## config.mk

```make
export PLATFORM = sky130hd
export DESIGN_NAME = button_conditioner
export DESIGN_NICKNAME = d
export VERILOG_FILES = /design/src/rtl/button_conditioner.sv
export SDC_FILE = /design/constraint.sdc
export NUM_CORES = 1
export LEC_CHECK = 0
export ABC_AREA = 1
export CAP_MARGIN = 20
export CORE_AREA = 2 2 39 41
export CTS_CLUSTER_DIAMETER = 200
export CTS_CLUSTER_SIZE = 8
export DETAILED_ROUTE_END_ITERATION = 16
export DIE_AREA = 0 0 41 43
export PLACE_DENSITY = 0.74
export SYNTH_ARGS = -nofsm -noshare
export SYNTH_HDL_FRONTEND = slang
export SYNTH_SLANG_ARGS = --single-unit
export TNS_END_PERCENT = 10
```

## constraint.sdc

```tcl
create_clock -name clk -period 3.55 [get_ports clk]
set_input_delay 0.71 -clock clk [delete_from_list [all_inputs] [get_ports clk]]
set_output_delay 0.71 -clock clk [all_outputs]
set_load 0.01 [all_outputs]
```

## src/rtl/button_conditioner.sv

```systemverilog
// Push-button front end: synchronizes and debounces the raw pin, then produces
// registered press/release/auto-repeat strobes for the up/down counter.
module button_conditioner #(
    parameter int DEBOUNCE_CYCLES = 4,
    parameter int HOLD_CYCLES     = 20,
    parameter int REPEAT_CYCLES   = 5,
    parameter bit ACTIVE_LOW      = 1'b0
) (
    input  logic clk,
    input  logic rst,
    input  logic button,
    output logic button_state,
    output logic press_pulse,
    output logic release_pulse,
    output logic repeat_pulse,
    output logic count_enable
);

    localparam int DW   = (DEBOUNCE_CYCLES > 2) ? $clog2(DEBOUNCE_CYCLES) : 1;
    localparam int MAXC = (HOLD_CYCLES > REPEAT_CYCLES) ? HOLD_CYCLES : REPEAT_CYCLES;
    localparam int CW   = (MAXC > 2) ? $clog2(MAXC) : 1;

    localparam logic [DW-1:0] DEB_LAST  = DW'(DEBOUNCE_CYCLES - 1);
    localparam logic [CW-1:0] HOLD_LAST = CW'(HOLD_CYCLES - 1);
    localparam logic [CW-1:0] REP_LAST  = CW'(REPEAT_CYCLES - 1);

    typedef enum logic [1:0] {
        IDLE   = 2'd0,
        HOLD   = 2'd1,
        REPEAT = 2'd2
    } state_t;

    logic          buttonIn;
    logic          sync1_q, sync2_q;
    logic          stable_q, stable_d;
    logic [DW-1:0] debCnt_q, debCnt_d;
    state_t        state_q, state_d;
    logic [CW-1:0] cnt_q, cnt_d;
    logic          press_q, press_d;
    logic          release_q, release_d;
    logic          repeat_q, repeat_d;
    logic          differ, debDone, rise, fall;

    assign buttonIn = button ^ ACTIVE_LOW;

    always_ff @(posedge clk) begin
        if (rst) begin
            sync1_q   <= 1'b0;
            sync2_q   <= 1'b0;
            stable_q  <= 1'b0;
            debCnt_q  <= '0;
            state_q   <= IDLE;
            cnt_q     <= '0;
            press_q   <= 1'b0;
            release_q <= 1'b0;
            repeat_q  <= 1'b0;
        end else begin
            sync1_q   <= buttonIn;
            sync2_q   <= sync1_q;
            stable_q  <= stable_d;
            debCnt_q  <= debCnt_d;
            state_q   <= state_d;
            cnt_q     <= cnt_d;
            press_q   <= press_d;
            release_q <= release_d;
            repeat_q  <= repeat_d;
        end
    end

    // Any cycle where the synchronized input agrees with the debounced level restarts the count.
    always_comb begin
        differ   = (sync2_q != stable_q);
        debDone  = differ && (debCnt_q == DEB_LAST);
        stable_d = stable_q;
        debCnt_d = '0;
        if (debDone) begin
            stable_d = ~stable_q;
        end else if (differ) begin
            debCnt_d = debCnt_q + DW'(1);
        end
        rise = debDone && !stable_q;
        fall = debDone && stable_q;
    end

    // The release is checked first so that it beats a repeat expiring on the same edge.
    always_comb begin
        state_d   = state_q;
        cnt_d     = cnt_q;
        press_d   = 1'b0;
        release_d = 1'b0;
        repeat_d  = 1'b0;
        case (state_q)
            IDLE: begin
                cnt_d = '0;
                if (rise) begin
                    state_d = HOLD;
                    press_d = 1'b1;
                end
            end
            HOLD: begin
                if (fall) begin
                    state_d   = IDLE;
                    release_d = 1'b1;
                    cnt_d     = '0;
                end else if (cnt_q == HOLD_LAST) begin
                    state_d  = REPEAT;
                    repeat_d = 1'b1;
                    cnt_d    = '0;
                end else begin
                    cnt_d = cnt_q + CW'(1);
                end
            end
            REPEAT: begin
                if (fall) begin
                    state_d   = IDLE;
                    release_d = 1'b1;
                    cnt_d     = '0;
                end else if (cnt_q == REP_LAST) begin
                    repeat_d = 1'b1;
                    cnt_d    = '0;
                end else begin
                    cnt_d = cnt_q + CW'(1);
                end
            end
            default: begin
                state_d = IDLE;
                cnt_d   = '0;
            end
        endcase
    end

    assign button_state  = stable_q;
    assign press_pulse   = press_q;
    assign release_pulse = release_q;
    assign repeat_pulse  = repeat_q;
    assign count_enable  = press_q | repeat_q;

endmodule

```

==> flow_summary.html, run 1 <==
<table>
<tr><th>Metric</th><th>Value</th></tr>
<tr><th colspan="2">Power and ir drop</th></tr>
<tr><td>Clk pwr share</td><td>0.338</td></tr>
<tr><td>Share of total power in combinational logic</td><td>0.082</td></tr>
<tr><td>Seq pwr share</td><td>0.580</td></tr>
<tr><td>Switching share of total power</td><td>0.2474</td></tr>
<tr><td>Peak supply drop</td><td>about 0.00018 V</td></tr>
<tr><td>Design internal power</td><td>between 0.2 and 0.25 mW</td></tr>
<tr><td>Lkg Pwr</td><td>between 0.3 and 0.4 nW</td></tr>
<tr><td>Areal power density over the cells</td><td>~370 nW/um2</td></tr>
<tr><td>Switching power</td><td>about 0.074 mW</td></tr>
<tr><th colspan="2">Timing</th></tr>
<tr><td>Final worst-path cycle share</td><td>0.5814</td></tr>
<tr><td>Final Hold Violating Endpoints</td><td>0</td></tr>
<tr><td>Slew Limit Headroom</td><td>0.8019</td></tr>
<tr><td>Aggregate negative setup slack</td><td>0 ns</td></tr>
<tr><td>Unrepaired setup endpoints after global routing</td><td>false</td></tr>
<tr><td>Maximum clock skew at final layout</td><td>approximately 0.0048 ns</td></tr>
<tr><td>Worst hold margin</td><td>approximately 0.41 ns</td></tr>
<tr><td>Transition time at the pin with the least slew margin</td><td>about 0.30 ns</td></tr>
<tr><td>Fmax</td><td>around 0.48 GHz</td></tr>
<tr><td>Max-slew violation count</td><td>0</td></tr>
<tr><td>Final setup viols</td><td>0</td></tr>
<tr><td>Min cycle time layout</td><td>2.064 ns</td></tr>
<tr><th colspan="2">Logic synthesis</th></tr>
<tr><td>Top-area cell type share of the netlist area</td><td>0.4412</td></tr>
<tr><td>Number of flops mapped to enable cells by yosys</td><td>0</td></tr>
<tr><td>Post-Synthesis Cell Area</td><td>roughly 680 um2</td></tr>
<tr><td>Cell type with the largest total area after synthesis</td><td>dfxtp_1</td></tr>
<tr><td>Dominant register cell in the synthesized netlist</td><td>dfxtp_1</td></tr>
<tr><td>Leading cell type by number of instances after synthesis</td><td>nor2_1</td></tr>
<tr><td>Ys async rst share</td><td>0</td></tr>
<tr><td>Number of synthesis warnings</td><td>0</td></tr>
<tr><td>Post-synthesis average cell area</td><td>about 8.1 um2</td></tr>
<tr><td>Part of the Yosys area used for sequential elements</td><td>0.4412</td></tr>
<tr><td>Net count after synthesis</td><td>93</td></tr>
<tr><td>Synthesized flop and latch total</td><td>15</td></tr>
<tr><td>Instance count of the mapped netlist</td><td>between 80 and 90</td></tr>
<tr><td>Commonest cells in the netlist</td><td>nor2_1 (16), dfxtp_1 (15), inv_1 (12)</td></tr>
<tr><td>Distinct cell type count of the synthesized netlist</td><td>18</td></tr>
<tr><td>Most area-consuming cells after synthesis</td><td>dfxtp_1 (44%), ha_1 (11%), nor2_1 (8.8%), inv_1 (6.6%), nand2_1 (6.1%)</td></tr>
<tr><th colspan="2">Hold path</th></tr>
<tr><td>Min-Delay Path Class</td><td>reg2reg</td></tr>
<tr><td>Startpoint of the most critical hold path</td><td>sync1_q$_SDFF_PP0_</td></tr>
<tr><th colspan="2">Floorplan</th></tr>
<tr><td>Top-level I/O count</td><td>8</td></tr>
<tr><td>Initial Utilization</td><td>0.4919</td></tr>
<tr><td>Standard cell core area</td><td>approximately 1400 um2</td></tr>
<tr><td>Die Height</td><td>around 43 um</td></tr>
<tr><td>Cell Rows</td><td>14</td></tr>
<tr><td>Total die area</td><td>1763 um2</td></tr>
<tr><td>Width of the chip</td><td>approximately 41 um</td></tr>
<tr><th colspan="2">Clock network</th></tr>
<tr><td>Post-CTS setup buffer count</td><td>0</td></tr>
<tr><td>Clock slew at reported path FFs</td><td>about 0.090 ns</td></tr>
<tr><td>H-tree levels</td><td>1</td></tr>
<tr><td>Hold_buf cts</td><td>0</td></tr>
<tr><td>Max clock buf depth</td><td>2</td></tr>
<tr><td>Post-cts repair resize count</td><td>0</td></tr>
<tr><td>Clock network latency to the later pin of the worst-skew pair</td><td>0.29 ns</td></tr>
<tr><td>Number of clock buffers inserted by TritonCTS</td><td>3</td></tr>
<tr><td>Cell at the root of the clock tree</td><td>clkbuf_4</td></tr>
<tr><td>Clock tree from TritonCTS</td><td>yes</td></tr>
<tr><td>Clock Sink Count</td><td>15</td></tr>
<tr><th colspan="2">Final layout</th></tr>
<tr><td>Layout area overhead</td><td>17.10%</td></tr>
<tr><td>Share of layout cells above drive strength 1</td><td>0.1368</td></tr>
<tr><td>Count of filler cells inserted in the layout</td><td>132</td></tr>
<tr><td>Post-route cell area</td><td>797.0 um2</td></tr>
<tr><td>Post-layout nets</td><td>about 110</td></tr>
<tr><td># diodes</td><td>0</td></tr>
<tr><th colspan="2">Worst setup path</th></tr>
<tr><td>Startpoint kind of the worst setup timing path</td><td>flip-flop</td></tr>
<tr><td>Start point of the critical path</td><td>repeat_pulse$_SDFF_PP0_</td></tr>
<tr><td>Crit Path Category</td><td>reg2out</td></tr>
<tr><td>Reg-to-Reg Start</td><td>debCnt_q[0]$_SDFF_PP0_</td></tr>
<tr><td>Ordered cell list for the critical path</td><td>or2_2 &gt; clkdlybuf4s50_1</td></tr>
<tr><td>Library cell contributing the largest single delay on the critical path</td><td>clkdlybuf4s50_1</td></tr>
<tr><td>Biggest fanout along the worst timing path</td><td>2</td></tr>
<tr><td>Critical path data required time</td><td>approximately 2.8 ns</td></tr>
<tr><td>Worst path max stage delay</td><td>roughly 0.47 ns</td></tr>
<tr><td>Element type at the critical path end</td><td>primary output</td></tr>
<tr><td>WP data arrival</td><td>1.35 ns</td></tr>
<tr><th colspan="2">GRT</th></tr>
<tr><td>Initial antenna violation count</td><td>0</td></tr>
<tr><td>Wire length of the first global-routing pass</td><td>~2000 um</td></tr>
<tr><td>Via count of the first global-routing pass</td><td>~490</td></tr>
<tr><td>GR Overflow Total</td><td>0</td></tr>
<tr><td>Global router's overall resource usage</td><td>0.1746</td></tr>
<tr><td>Largest net degree at the start of global routing</td><td>9</td></tr>
<tr><th colspan="2">Placed design</th></tr>
<tr><td>Number of input and output port buffers inserted</td><td>7</td></tr>
<tr><td>Final GP Congestion</td><td>0.8131</td></tr>
<tr><td>Dpl hpwl</td><td>roughly 920 um</td></tr>
<tr><td>Total cell area at the placement stage</td><td>770.7 um2</td></tr>
<tr><th colspan="2">Flow run</th></tr>
<tr><td>Max capacitance violation total</td><td>0</td></tr>
<tr><th colspan="2">Route</th></tr>
<tr><td>Routed length on met3</td><td>approximately 64 um</td></tr>
<tr><td>DRC viols</td><td>0</td></tr>
<tr><td>TritonRoute pass-1 iters</td><td>4</td></tr>
<tr><td>Overall via count from detail_route</td><td>533</td></tr>
<tr><td>WL/cell</td><td>around 11 um</td></tr>
<tr><td>Remaining antenna violation count</td><td>0</td></tr>
<tr><td>Top layer used by detailed routing</td><td>met4</td></tr>
<tr><td>Ratio of routed vias to standard cells</td><td>4.802</td></tr>
<tr><td>Routed Wire Length</td><td>around 1200 um</td></tr>
<tr><td>Routed met1 length</td><td>545 um</td></tr>
<tr><td>Metal2 WL</td><td>between 500 and 600 um</td></tr>
<tr><td>Initial drt markers</td><td>3</td></tr>
<tr><th colspan="2">Run status</th></tr>
<tr><td>Run status</td><td>completed</td></tr>
</table>
==> cell type report <==
class | instances | area [um2] | share of cell area
clock buffers | 4 | 26.28 | 0.03297
inverters | 14 | 52.55 | 0.06593
multi-input cells | 55 | 327.8 | 0.4113
flip-flops and latches | 15 | 300.3 | 0.3768
well taps | 16 | 20.02 | 0.02512
repair buffers | 7 | 70.07 | 0.08791
==> layer usage <==
| metal | global-route usage | vias to the layer above |
|---|---|---|
| met2 | 0.2375 | 12 |
| met5 | 0 | - |
| met4 | 0.1400 | 0 |
| li1 | - | 280 |
| met3 | 0.06806 | 5 |
| met1 | 0.2067 | 236 |
==> registers in the layout, indices dropped and copies added, names as in the netlist <==
signal	count
sync2_q	1
cnt_q	5
press_pulse	1
button_state	1
state_q	2
repeat_pulse	1
sync1_q	1
debCnt_q	2
release_pulse	1
==> final timing paths <==
kind	endpoint	slack, ns	cells past startpoint
max	count_enable	1.49	2
min reg2reg	sync2_q$_SDFF_PP0_	0.41	2
max reg2reg	cnt_q[3]$_SDFF_PP0_	2.23	6
min	sync2_q$_SDFF_PP0_	0.41	2
==> layout by cell type (no fill, tap or decap), types with 3 or more instances in the layout <==
cell and instances:
nand3_1 6, ha_1 6, nand2_1 11, clkbuf_4 3, dfxtp_1 15, inv_1 12, nor2_1 16, nand3_2 3
clkdlybuf4s50_1 7
==> cell families (layout without fill, tap and decap cells) <==
kind of cell | count (synthesis) | count (layout) | synth area share
AOI/OAI and AO/OA | 6 | 6 | 0.06066
xor gates and xnor gates | 3 | 3 | 0.03861
adders and majority gates | 6 | 6 | 0.1103
buffers and inverters | 14 | 25 | 0.07721
DFF | 15 | 15 | 0.4412
and+or+nand+nor | 40 | 40 | 0.2721
==> power by group through the flow <==
| stage | logic, mW | clock network (mW) | registers, mW |
|---|---|---|---|
| 2_1_floorplan | 0.0175 | 0 | 0.176 |
| 3_3_place_gp | 0.0229 | 0 | 0.177 |
| 3_5_place_dp | 0.0244 | 0 | 0.177 |
| 4_1_cts | 0.0246 | 0.100 | 0.173 |
| 5_1_grt | 0.0266 | 0.112 | 0.173 |
| 6_report | 0.0244 | 0.101 | 0.173 |
==> worst max-delay path, delay by kind of cell, from the launching register on <==
family / cells / cell delay [ns]
DFF: 1 / 0.31
and+or+nand+nor: 1 / 0.28
buffers and inverters: 1 / 0.47
==> metrics by stage <==
stage	util	std cells	total power [mW]	setup WS, ns
after floorplan	-	84	0.1939	2.204
after global placement	0.5570	107	0.1996	1.687
after detailed placement	0.5570	107	0.2014	1.629
after CTS	0.5759	111	0.2980	1.485
after global routing	0.5759	111	0.3119	1.433
final	0.5759	111	0.2982	1.486
Power figures use the tool's default switching activity.
==> run 2, diff against run 1 <==
- CORE_AREA: 2 2 39 41 -> not set
- CORE_UTILIZATION: not set -> 51
- DIE_AREA: 0 0 41 43 -> not set
- clock period: 3.55 -> 2 ns (I/O delays scaled with it)
==> run 2 against run 1 <==
First-iteration DRC count up 130%. Global-route usage down 1.0 points. Core utilization up 11 points. Critical path depth unchanged.
==> flow_summary.html, run 2 (same netlist as run 1, synthesis figures left out) <==
<table>
<tr><th>Metric</th><th>Value</th></tr>
<tr><th colspan="2">Run status</th></tr>
<tr><td>Run status</td><td>completed</td></tr>
<tr><th colspan="2">Floorplan</th></tr>
<tr><td>Width of the chip</td><td>38.53 um (-6.0%)</td></tr>
<tr><td>Initial Utilization</td><td>0.5812 (+0.08933)</td></tr>
<tr><td>Standard cell core area</td><td>1171 um2 (-15%)</td></tr>
<tr><td>Die Height</td><td>38.53 um (-10%)</td></tr>
<tr><td>Top-level I/O count</td><td>8 (unchanged)</td></tr>
<tr><td>Cell Rows</td><td>12 (-2)</td></tr>
<tr><td>Total die area</td><td>1485 um2 (-16%)</td></tr>
<tr><th colspan="2">Power and ir drop</th></tr>
<tr><td>Seq pwr share</td><td>0.586 (+0.006)</td></tr>
<tr><td>Overall power of the completed layout</td><td>0.5229 mW (+75%)</td></tr>
<tr><td>Areal power density over the cells</td><td>650.9 nW/um2 (+74%)</td></tr>
<tr><td>Peak supply drop</td><td>0.0004211 V (+130%)</td></tr>
<tr><td>Share of total power in combinational logic</td><td>0.083 (about the same)</td></tr>
<tr><td>Design internal power</td><td>0.3960 mW (+76%)</td></tr>
<tr><td>Switching power</td><td>0.1269 mW (+72%)</td></tr>
<tr><td>Switching share of total power</td><td>0.2426 (-0.004780)</td></tr>
<tr><td>Clk pwr share</td><td>0.331 (-0.007)</td></tr>
<tr><td>Lkg Pwr</td><td>0.3467 nW (+2.2%)</td></tr>
<tr><th colspan="2">Clock network</th></tr>
<tr><td>Clock slew at reported path FFs</td><td>0.09 ns (about the same)</td></tr>
<tr><td>Clock Sink Count</td><td>15 (unchanged)</td></tr>
<tr><td>Number of clock buffers inserted by TritonCTS</td><td>3 (unchanged)</td></tr>
<tr><td>Max clock buf depth</td><td>2 (unchanged)</td></tr>
<tr><td>H-tree levels</td><td>1 (unchanged)</td></tr>
<tr><td>Clock network latency to the later pin of the worst-skew pair</td><td>0.29 ns (about the same)</td></tr>
<tr><td>Post-cts repair resize count</td><td>0 (unchanged)</td></tr>
<tr><td>Hold_buf cts</td><td>0 (unchanged)</td></tr>
<tr><td>Post-CTS setup buffer count</td><td>0 (unchanged)</td></tr>
<tr><td>Cell at the root of the clock tree</td><td>clkbuf_4</td></tr>
<tr><td>Clock tree from TritonCTS</td><td>yes</td></tr>
<tr><th colspan="2">Final layout</th></tr>
<tr><td>Count of filler cells inserted in the layout</td><td>108 (-18%)</td></tr>
<tr><td>Post-layout nets</td><td>106 (+0.95%)</td></tr>
<tr><td>Registers with the most flip-flops</td><td>cnt_q x5, debCnt_q x2, state_q x2</td></tr>
<tr><td>Commonest non-fill, non-tap cell in the layout</td><td>nor2_1</td></tr>
<tr><td>Layout area overhead</td><td>18.01%</td></tr>
<tr><td>Flip-flop count of the largest register, all copies and words added</td><td>5 (unchanged)</td></tr>
<tr><td>Share of layout cells above drive strength 1</td><td>0.1563 (+0.01941)</td></tr>
<tr><td>Most frequent cells in the layout</td><td>nor2_1 (16), dfxtp_1 (15), inv_1 (12)</td></tr>
<tr><td># diodes</td><td>0 (unchanged)</td></tr>
<tr><td>Final standard cell utilization of the core</td><td>0.6859 (+0.1099)</td></tr>
<tr><td>Most flops, register</td><td>cnt_q</td></tr>
<tr><th colspan="2">Placed design</th></tr>
<tr><td>Dpl hpwl</td><td>765.5 um (-17%)</td></tr>
<tr><td>Final GP Congestion</td><td>0.8703 (+7.0%)</td></tr>
<tr><td>Number of input and output port buffers inserted</td><td>7 (unchanged)</td></tr>
<tr><th colspan="2">Route</th></tr>
<tr><td>Remaining antenna violation count</td><td>0 (unchanged)</td></tr>
<tr><td>Routed Wire Length</td><td>974 um (-19%)</td></tr>
<tr><td>DRC viols</td><td>0 (unchanged)</td></tr>
<tr><td>TritonRoute pass-1 iters</td><td>4 (unchanged)</td></tr>
<tr><td>Overall via count from detail_route</td><td>512 (-3.9%)</td></tr>
<tr><td>Initial drt markers</td><td>7 (+4)</td></tr>
<tr><td>WL/cell</td><td>8.855 um (-18%)</td></tr>
<tr><td>Ratio of routed vias to standard cells</td><td>4.655 (-3.1%)</td></tr>
<tr><th colspan="2">GRT</th></tr>
<tr><td>Via count of the first global-routing pass</td><td>443 (-9.8%)</td></tr>
<tr><td>GR Overflow Total</td><td>0 (unchanged)</td></tr>
<tr><td>Wire length of the first global-routing pass</td><td>1621 um (-18%)</td></tr>
<tr><td>Initial antenna violation count</td><td>0 (unchanged)</td></tr>
<tr><td>Largest net degree at the start of global routing</td><td>10 (+1)</td></tr>
<tr><td>Global router's overall resource usage</td><td>0.1643 (-0.01037)</td></tr>
<tr><th colspan="2">Timing</th></tr>
<tr><td>Transition time at the pin with the least slew margin</td><td>0.1794 ns (-0.1169 ns)</td></tr>
<tr><td>Slew Limit Headroom</td><td>0.8803 (+0.07840)</td></tr>
<tr><td>Maximum clock skew at final layout</td><td>0.01114 ns (+0.006333 ns)</td></tr>
<tr><td>Min cycle time layout</td><td>about 1.8 ns</td></tr>
<tr><td>Fmax</td><td>~0.57 GHz</td></tr>
<tr><td>Aggregate negative setup slack</td><td>0 ns (unchanged)</td></tr>
<tr><td>Unrepaired setup endpoints after global routing</td><td>false</td></tr>
<tr><td>Final Hold Violating Endpoints</td><td>0 (unchanged)</td></tr>
<tr><td>Worst hold margin</td><td>0.4055 ns (-0.004188 ns)</td></tr>
<tr><td>Max-slew violation count</td><td>0 (unchanged)</td></tr>
<tr><td>Final setup viols</td><td>0 (unchanged)</td></tr>
<tr><td>Final worst-path cycle share</td><td>0.8783</td></tr>
<tr><th colspan="2">Worst setup path</th></tr>
<tr><td>Worst path max stage delay</td><td>0.47 ns (about the same)</td></tr>
<tr><td>Biggest fanout along the worst timing path</td><td>2 (unchanged)</td></tr>
<tr><td>Element type at the critical path end</td><td>primary output</td></tr>
<tr><td>Worst path bufs/invs</td><td>1 (unchanged)</td></tr>
<tr><td>Library cell contributing the largest single delay on the critical path</td><td>clkdlybuf4s50_1</td></tr>
<tr><td>Crit Path Category</td><td>reg2out</td></tr>
<tr><td>Reg-to-Reg Start</td><td>debCnt_q[0]$_SDFF_PP0_</td></tr>
<tr><td>Start point of the critical path</td><td>repeat_pulse$_SDFF_PP0_</td></tr>
<tr><td>WP data arrival</td><td>1.36 ns (about the same)</td></tr>
<tr><td>Critical path data required time</td><td>1.60 ns (-1.24 ns)</td></tr>
<tr><td>Startpoint kind of the worst setup timing path</td><td>flip-flop</td></tr>
<tr><td>Ordered cell list for the critical path</td><td>or2_2 &gt; clkdlybuf4s50_1</td></tr>
<tr><td>Top Family by Delay on Critical Path</td><td>buffers and inverters</td></tr>
<tr><th colspan="2">Hold path</th></tr>
<tr><td>Startpoint of the most critical hold path</td><td>sync1_q$_SDFF_PP0_</td></tr>
<tr><td>Min-Delay Path Class</td><td>reg2reg</td></tr>
<tr><th colspan="2">Flow run</th></tr>
<tr><td>Max capacitance violation total</td><td>0 (unchanged)</td></tr>
</table>
==> run 2: layout make-up <==
| cell class | instances | area [um2] | area share |
|---|---|---|---|
| clock inverter | 1 | 5.005 | 0.006231 |
| multi-input combinational | 55 | 327.8 | 0.4081 |
| clock buffer | 3 | 22.52 | 0.02804 |
| tap | 14 | 17.52 | 0.02181 |
| sequential | 15 | 300.3 | 0.3738 |
| timing repair buffer | 8 | 77.57 | 0.09657 |
| inverter | 14 | 52.55 | 0.06542 |
==> run 2: final timing paths <==
path | end | slack, ns | cells past startpoint
max | count_enable | 0.24 | 2
min | sync2_q$_SDFF_PP0_ | 0.41 | 2
max reg2reg | cnt_q[0]$_SDFF_PP0_ | 0.72 | 6
min reg2reg | sync2_q$_SDFF_PP0_ | 0.41 | 2
==> run 2: power groups by stage <==
| stage | Sequential (mW) | Combinational, mW | Clock, mW |
|---|---|---|---|
| 3_5_place_dp | 0.314 | 0.0436 | 0 |
| 4_1_cts | 0.307 | 0.0437 | 0.181 |
| 2_1_floorplan | 0.313 | 0.0310 | 0 |
| 3_3_place_gp | 0.314 | 0.0427 | 0 |
| 5_1_grt | 0.307 | 0.0487 | 0.193 |
| 6_report | 0.307 | 0.0432 | 0.173 |
==> run 2: stage by stage <==
| step | setup WS [ns] | instance area [um2] | cells |
|---|---|---|---|
| 6_report | 0.2434 | 803.3 | 110 |
| 5_1_grt | 0.2002 | 803.3 | 110 |
| 4_1_cts | 0.2314 | 803.3 | 110 |
| 3_5_place_dp | 0.5652 | 775.7 | 106 |
| 3_3_place_gp | 0.5680 | 775.7 | 106 |
| 2_1_floorplan | 0.8706 | 680.7 | 84 |
==> run 2: worst min-delay path: stages (launching register included) <==
cell,delay (ns)
dfxtp_1,0.31
inv_1,0.04
nor2_1,0.03
==> run 2: routing by layer <==
metal,up-vias,wire [um],global-route usage
met5,-,0,0
met4,0,23,0.1293
met3,4,36,0.05233
met2,9,383,0.2375
met1,215,531,0.1964
li1,284,-,-
